### src/rtl/sevenseg_scan_decoder_if.sv
// Scanned 7-segment display bus: the driver's seg/digit lines plus the
// monitor's decoded status outputs.
interface sevenseg_scan_decoder_if;
    logic [6:0]  seg;
    logic [3:0]  digit;
    logic [15:0] digits;
    logic [3:0]  blank;
    logic        frame_valid;
    logic        err;
    logic        stale;

    // master = display driver side, slave = scan decoder
    modport master (
        output seg,
        output digit,
        input  digits,
        input  blank,
        input  frame_valid,
        input  err,
        input  stale
    );

    modport slave (
        input  seg,
        input  digit,
        output digits,
        output blank,
        output frame_valid,
        output err,
        output stale
    );
endinterface

### src/rtl/sevenseg_scan_decoder.sv
// Receiver for a multiplexed active-low 7-segment scan: waits for a stable
// dwell, decodes each position, and flags frames, bad patterns and staleness.
// Optional macro HEX_DECODE_EN adds the A-F glyphs to the decoder.
module sevenseg_scan_decoder #(
    parameter int STABLE_CYCLES  = 4,
    parameter int TIMEOUT_CYCLES = 1024
) (
    input  logic                    clk,
    input  logic                    reset,
    sevenseg_scan_decoder_if.slave  bus
);

    localparam int CW = (STABLE_CYCLES > 2) ? $clog2(STABLE_CYCLES) : 1;
    localparam int TW = $clog2(TIMEOUT_CYCLES + 1);
    localparam logic [CW-1:0] CNT_MAX = CW'(STABLE_CYCLES - 1);
    localparam logic [TW-1:0] TO_MAX  = TW'(TIMEOUT_CYCLES);
    localparam logic [TW-1:0] TO_LAST = TW'(TIMEOUT_CYCLES - 1);
    localparam logic [6:0]    SEG_OFF = 7'b1111111;

    logic [10:0]   sample_reg;
    logic [CW-1:0] cnt_reg, cnt_next;
    logic          captured_reg, captured_next;
    logic [TW-1:0] to_cnt_reg, to_cnt_next;
    logic [3:0]    seen_reg, seen_next;
    logic          stale_reg, stale_next;
    logic          err_reg, err_next;
    logic          frame_valid_reg, frame_valid_next;
    logic [3:0]    digit_reg [4];
    logic [3:0]    blank_reg;

    logic [3:0] sel_low;
    logic       sel_valid;
    logic       same;
    logic       accept;
    logic [3:0] acc_pos;
    logic [6:0] acc_seg;
    logic [4:0] dec;
    logic       is_blank;
    logic       capture;
    logic       timeout_hit;
    logic [3:0] seen_set;

    // Returns {decodable, value} for an active-low {g..a} pattern.
    function automatic logic [4:0] decode(input logic [6:0] s);
        logic [4:0] r;
        case (s)
            7'b1000000: r = {1'b1, 4'h0};
            7'b1111001: r = {1'b1, 4'h1};
            7'b0100100: r = {1'b1, 4'h2};
            7'b0110000: r = {1'b1, 4'h3};
            7'b0011001: r = {1'b1, 4'h4};
            7'b0010010: r = {1'b1, 4'h5};
            7'b0000010: r = {1'b1, 4'h6};
            7'b1111000: r = {1'b1, 4'h7};
            7'b0000000: r = {1'b1, 4'h8};
            7'b0010000: r = {1'b1, 4'h9};
`ifdef HEX_DECODE_EN
            7'b0001000: r = {1'b1, 4'hA};
            7'b0000011: r = {1'b1, 4'hB};
            7'b1000110: r = {1'b1, 4'hC};
            7'b0100001: r = {1'b1, 4'hD};
            7'b0000110: r = {1'b1, 4'hE};
            7'b0001110: r = {1'b1, 4'hF};
`endif
            default:    r = 5'b0_0000;
        endcase
        return r;
    endfunction

    // A select is legal only when exactly one anode line is pulled low.
    assign sel_low   = ~bus.digit;
    assign sel_valid = (sel_low != 4'b0000) && ((sel_low & (sel_low - 4'd1)) == 4'b0000);
    assign same      = ({bus.digit, bus.seg} == sample_reg);

    // The accepted pattern is the one held in the sample register; a nonzero
    // count guarantees it carried a legal select.
    assign accept   = (cnt_reg == CNT_MAX) && !captured_reg;
    assign acc_pos  = ~sample_reg[10:7];
    assign acc_seg  = sample_reg[6:0];
    assign dec      = decode(acc_seg);
    assign is_blank = (acc_seg == SEG_OFF);
    assign capture  = accept && (is_blank || dec[4]);

    assign timeout_hit = !accept && (to_cnt_reg == TO_LAST);
    assign seen_set    = seen_reg | (capture ? acc_pos : 4'b0000);

    always_comb begin
        cnt_next         = cnt_reg;
        captured_next    = captured_reg;
        to_cnt_next      = to_cnt_reg;
        seen_next        = seen_set;
        stale_next       = stale_reg;
        err_next         = 1'b0;
        frame_valid_next = 1'b0;

        if (!sel_valid || !same) begin
            cnt_next      = '0;
            captured_next = 1'b0;
        end else begin
            if (cnt_reg != CNT_MAX)
                cnt_next = cnt_reg + 1'b1;
            if (accept)
                captured_next = 1'b1;
        end

        if (accept) begin
            to_cnt_next = '0;
            stale_next  = 1'b0;
            err_next    = !is_blank && !dec[4];
        end else if (to_cnt_reg != TO_MAX) begin
            to_cnt_next = to_cnt_reg + 1'b1;
        end

        if (timeout_hit) begin
            stale_next = 1'b1;
            seen_next  = 4'b0000;
        end else if (capture && (seen_set == 4'b1111)) begin
            frame_valid_next = 1'b1;
            seen_next        = 4'b0000;
        end
    end

    always_ff @(posedge clk or negedge reset) begin
        if (!reset) begin
            sample_reg      <= '0;
            cnt_reg         <= '0;
            captured_reg    <= 1'b0;
            to_cnt_reg      <= '0;
            seen_reg        <= 4'b0000;
            stale_reg       <= 1'b0;
            err_reg         <= 1'b0;
            frame_valid_reg <= 1'b0;
        end else begin
            sample_reg      <= {bus.digit, bus.seg};
            cnt_reg         <= cnt_next;
            captured_reg    <= captured_next;
            to_cnt_reg      <= to_cnt_next;
            seen_reg        <= seen_next;
            stale_reg       <= stale_next;
            err_reg         <= err_next;
            frame_valid_reg <= frame_valid_next;
        end
    end

    // Per-position value and blank flag, written only by a capture at that position.
    generate
        for (genvar gi = 0; gi < 4; gi++) begin : g_pos
            always_ff @(posedge clk or negedge reset) begin
                if (!reset) begin
                    digit_reg[gi] <= 4'h0;
                    blank_reg[gi] <= 1'b1;
                end else if (capture && acc_pos[gi]) begin
                    blank_reg[gi] <= is_blank;
                    if (!is_blank)
                        digit_reg[gi] <= dec[3:0];
                end
            end
            assign bus.digits[4*gi +: 4] = digit_reg[gi];
        end
    endgenerate

    assign bus.blank       = blank_reg;
    assign bus.frame_valid = frame_valid_reg;
    assign bus.err         = err_reg;
    assign bus.stale       = stale_reg;

endmodule

### src/flat_wrapper.sv
// flat-port wrapper written by rule: the top's interface ports become plain ports
module sevenseg_scan_decoder_flat 
#(
    parameter int STABLE_CYCLES  = 4,
    parameter int TIMEOUT_CYCLES = 1024
)
  (clk, reset, bus_seg, bus_digit, bus_digits, bus_blank, bus_frame_valid, bus_err, bus_stale);
  sevenseg_scan_decoder_if bus_i ();
  input  logic clk;
  input  logic reset;
  input wire logic [$bits(bus_i.seg)-1:0] bus_seg;
  input wire logic [$bits(bus_i.digit)-1:0] bus_digit;
  output wire logic [$bits(bus_i.digits)-1:0] bus_digits;
  output wire logic [$bits(bus_i.blank)-1:0] bus_blank;
  output wire logic [$bits(bus_i.frame_valid)-1:0] bus_frame_valid;
  output wire logic [$bits(bus_i.err)-1:0] bus_err;
  output wire logic [$bits(bus_i.stale)-1:0] bus_stale;
  assign bus_i.seg = bus_seg;
  assign bus_i.digit = bus_digit;
  assign bus_digits = bus_i.digits;
  assign bus_blank = bus_i.blank;
  assign bus_frame_valid = bus_i.frame_valid;
  assign bus_err = bus_i.err;
  assign bus_stale = bus_i.stale;
  sevenseg_scan_decoder #(.STABLE_CYCLES(STABLE_CYCLES), .TIMEOUT_CYCLES(TIMEOUT_CYCLES)) u_core (.clk(clk), .reset(reset), .bus(bus_i));
endmodule
### config.mk
export PLATFORM = sky130hd
export DESIGN_NAME = sevenseg_scan_decoder_flat
export DESIGN_NICKNAME = d
export VERILOG_FILES = /design/src/rtl/sevenseg_scan_decoder_if.sv /design/src/rtl/sevenseg_scan_decoder.sv /design/src/flat_wrapper.sv
export SDC_FILE = /design/constraint.sdc
export NUM_CORES = 1
export LEC_CHECK = 0
export ABC_AREA = 1
export ABC_CLOCK_PERIOD_IN_PS = 4700
export CORE_MARGIN = 2
export CORE_UTILIZATION = 50
export CTS_CLUSTER_DIAMETER = 30
export CTS_CLUSTER_SIZE = 8
export DETAILED_ROUTE_END_ITERATION = 16
export GPL_TIMING_DRIVEN = 0
export PLACE_DENSITY_LB_ADDON = 0.2
export SYNTH_ARGS = -nofsm -noshare
export SYNTH_HDL_FRONTEND = slang
export SYNTH_SLANG_ARGS = --single-unit
export TNS_END_PERCENT = 50
### constraint.sdc
create_clock -name clk -period 4.7 [get_ports clk]
set_input_delay 1.175 -clock clk [delete_from_list [all_inputs] [get_ports clk]]
set_output_delay 1.175 -clock clk [all_outputs]
set_load 0.02 [all_outputs]
==> metrics.txt <==
clk slew on worst S/H paths=90 ps; CTS Hold Bufs=0; max reg flops=16; slew margin rel.=0.627; Resized cells post-CTS=0; Fin. Hold Viols=0; GRT Total Usage=0.187; Startpoint Class=register; mean post-synth cell area=8.88 µm²; first-pass GRT wire length=7.63 mm; Worst setup EP type=output pin; count leader, synth=nand2_1; Final HPWL DP=3.34 mm; initial antenna violation count=0; status=finished, final reports clean; library cells used by synthesis=31; clock tree root buffer cell=clkbuf_8; fraction of layout cells with a size suffix above 1=0.0958; area of the multi-input gates=958 µm²; largest cells by area after synthesis=dfrtp_1 50%, nand2_1 9.7%, inv_1 5.0%, dfstp_2 4.4%, nor2_1 4.4%; Setup Buffers After CTS=0; vias per cell=5.05; CP Class=reg -> out; drt total wl=4.44 mm; DIE HEIGHT=73.1 µm; Final Slew Violations=0; PwrDens=265 mW/mm²; Synth Register Bits=52; Commonest cells post-synth=62 x nand2_1, 48 x dfrtp_1, 32 x inv_1; largest net degree at the start of global routing=35; setup_tns=0 ps; Clock Path Buffers=2; PortBufs=35; leakage=1.41 nW; MaxCap Viol Count=0; CP cell instances=clkdlybuf4s50_1; Syn-to-layout area delta=22.3%; worst-margin pin slew=554 ps; total die area=0.00535 mm²; die width=73.1 µm; fmax=0.382 GHz; VDD IR max=180 µV; EDFF count, synth=0; CTS tree=built; Setup WS post-layout=2080 ps; ys async rst share=1.00; TritonRoute pass-1 iters=4; CTS Sinks=52; mapped cell area=0.00239 mm²; period utilization=0.558; skew final=5.14 ps; min cycle time layout=2620 ps; Crit path buffers/inverters=1; Area after DPL=0.00282 mm²; 1st-iter DRT viols=125; Hold Path Origin=u_core.bus.digits[8]; post-synth net total=285; family with the most delay on the worst path=buffers and inverters; post-synthesis cell count=269; Ant. Diodes=0; fin nets=328; Hold Slack=488 ps; Seq/Total Area, Yosys=0.547; design area=0.00292 mm²; Placeable Area=0.00466 mm²; RSZ-0062 raised after global routing=false; Final Setup Violations=0; vias in the first global route=1728; Final ANT Viol Nets=0; row cnt=25; fill count=390; pre-CTS setup slack=1850 ps; crit path from=u_core.bus.blank[2]; Post-Place Cells=359; CP arrival=1450 ps; CTS H-tree lvls=2; Worst EP required=3520 ps; worst r2r src=u_core.sample_reg[1]; HP Class=reg -> reg; GRT overflow=0; Ys Warns=0; RD Place Congestion=0.867; area leader, netlist=dfrtp_1; CP Max Fanout=2; Clock Latency Late Sink=290 ps; Post-Layout Cell Count=367; Worst path slowest cell=clkdlybuf4s50_1; num ports=36; Reg area=0.00131 mm²; Main synth FF type=dfrtp_1; drt wl/cell=12.1 µm; routed vias=1854; cts bufs inserted=5; Initial Util=0.512; r2r setup slk=2830 ps; top cell type's share of synthesized area=0.503; largest stage delay on the critical path=600 ps; DRC viols=0
per-stage QoR:
step	util	total power [mW]
after detailed placement	0.605	0.512
after floorplan	-	0.484
after global routing	0.627	0.813
after CTS	0.627	0.786
final	0.627	0.774
after global placement	0.602	0.510
per-layer routing:
metal  wire length, µm  up-vias  part of all wire  global-route usage
met4                50        0             0.011              0.0679
met3               164        5             0.037              0.0428
met5                 0        -                 0                   0
met2              2100       34              0.47               0.289
met1              2130      849              0.48               0.257
li1                  -      966                 -                   -
cell families after synthesis:
kind of cell,after synthesis,synth area share
XOR/XNOR,4,0.0147
AO/OA/AOI/OAI,43,0.103
buffers and inverters,33,0.0519
AND/OR/NAND/NOR,134,0.268
flip-flops,52,0.547
adder cells (fa/ha/maj),3,0.0157
placed cells by master (no fill, tap or decap):
cell type / count
nand2_2: 6
nand3b_1: 1
clkdlybuf4s50_1: 34
dfrtp_1: 48
o211ai_1: 1
a31oi_1: 1
nand3_4: 1
a221oi_1: 1
dfstp_2: 4
clkbuf_1: 2
nand3_1: 14
nand3_2: 1
nand4_1: 4
a2111oi_0: 1
o21a_1: 4
xor2_1: 4
nor3b_1: 1
clkbuf_8: 7
nor2_2: 1
o2111ai_1: 1
a21oi_1: 10
nand4_4: 1
nor3_1: 6
nand2_1: 62
buf_2: 1
or2_2: 3
buf_12: 1
nor4_1: 1
o22ai_1: 2
nor2_4: 4
inv_1: 32
o21ai_0: 21
a211oi_1: 1
nor2_1: 28
ha_1: 3
cell type report:
type                       count  share of cell area
sequential                    52               0.447
multi-input combinational    184               0.328
timing repair buffer          36               0.125
inverter                      32              0.0411
clock buffer                   8              0.0343
tap                           54              0.0231
buffer                         1             0.00128
worst paths after layout:
check | end | depth (start not counted)
min reg2reg | u_core.bus.digits[8] | 2
min | u_core.bus.digits[8] | 2
max reg2reg | u_core.bus.digits[3] | 12
max | bus_blank[2] | 1
max in group asynchronous | u_core.bus.blank[1] | 2
min in group asynchronous | u_core.bus.digits[1] | 1
where the power goes:
part           total (mW)  internal (mW)  switching [mW]
combinational      0.0457         0.0185          0.0273
sequential          0.457          0.452         0.00489
clock               0.271          0.135           0.137
total               0.774          0.605           0.169
(Power assumes the default switching activity.)
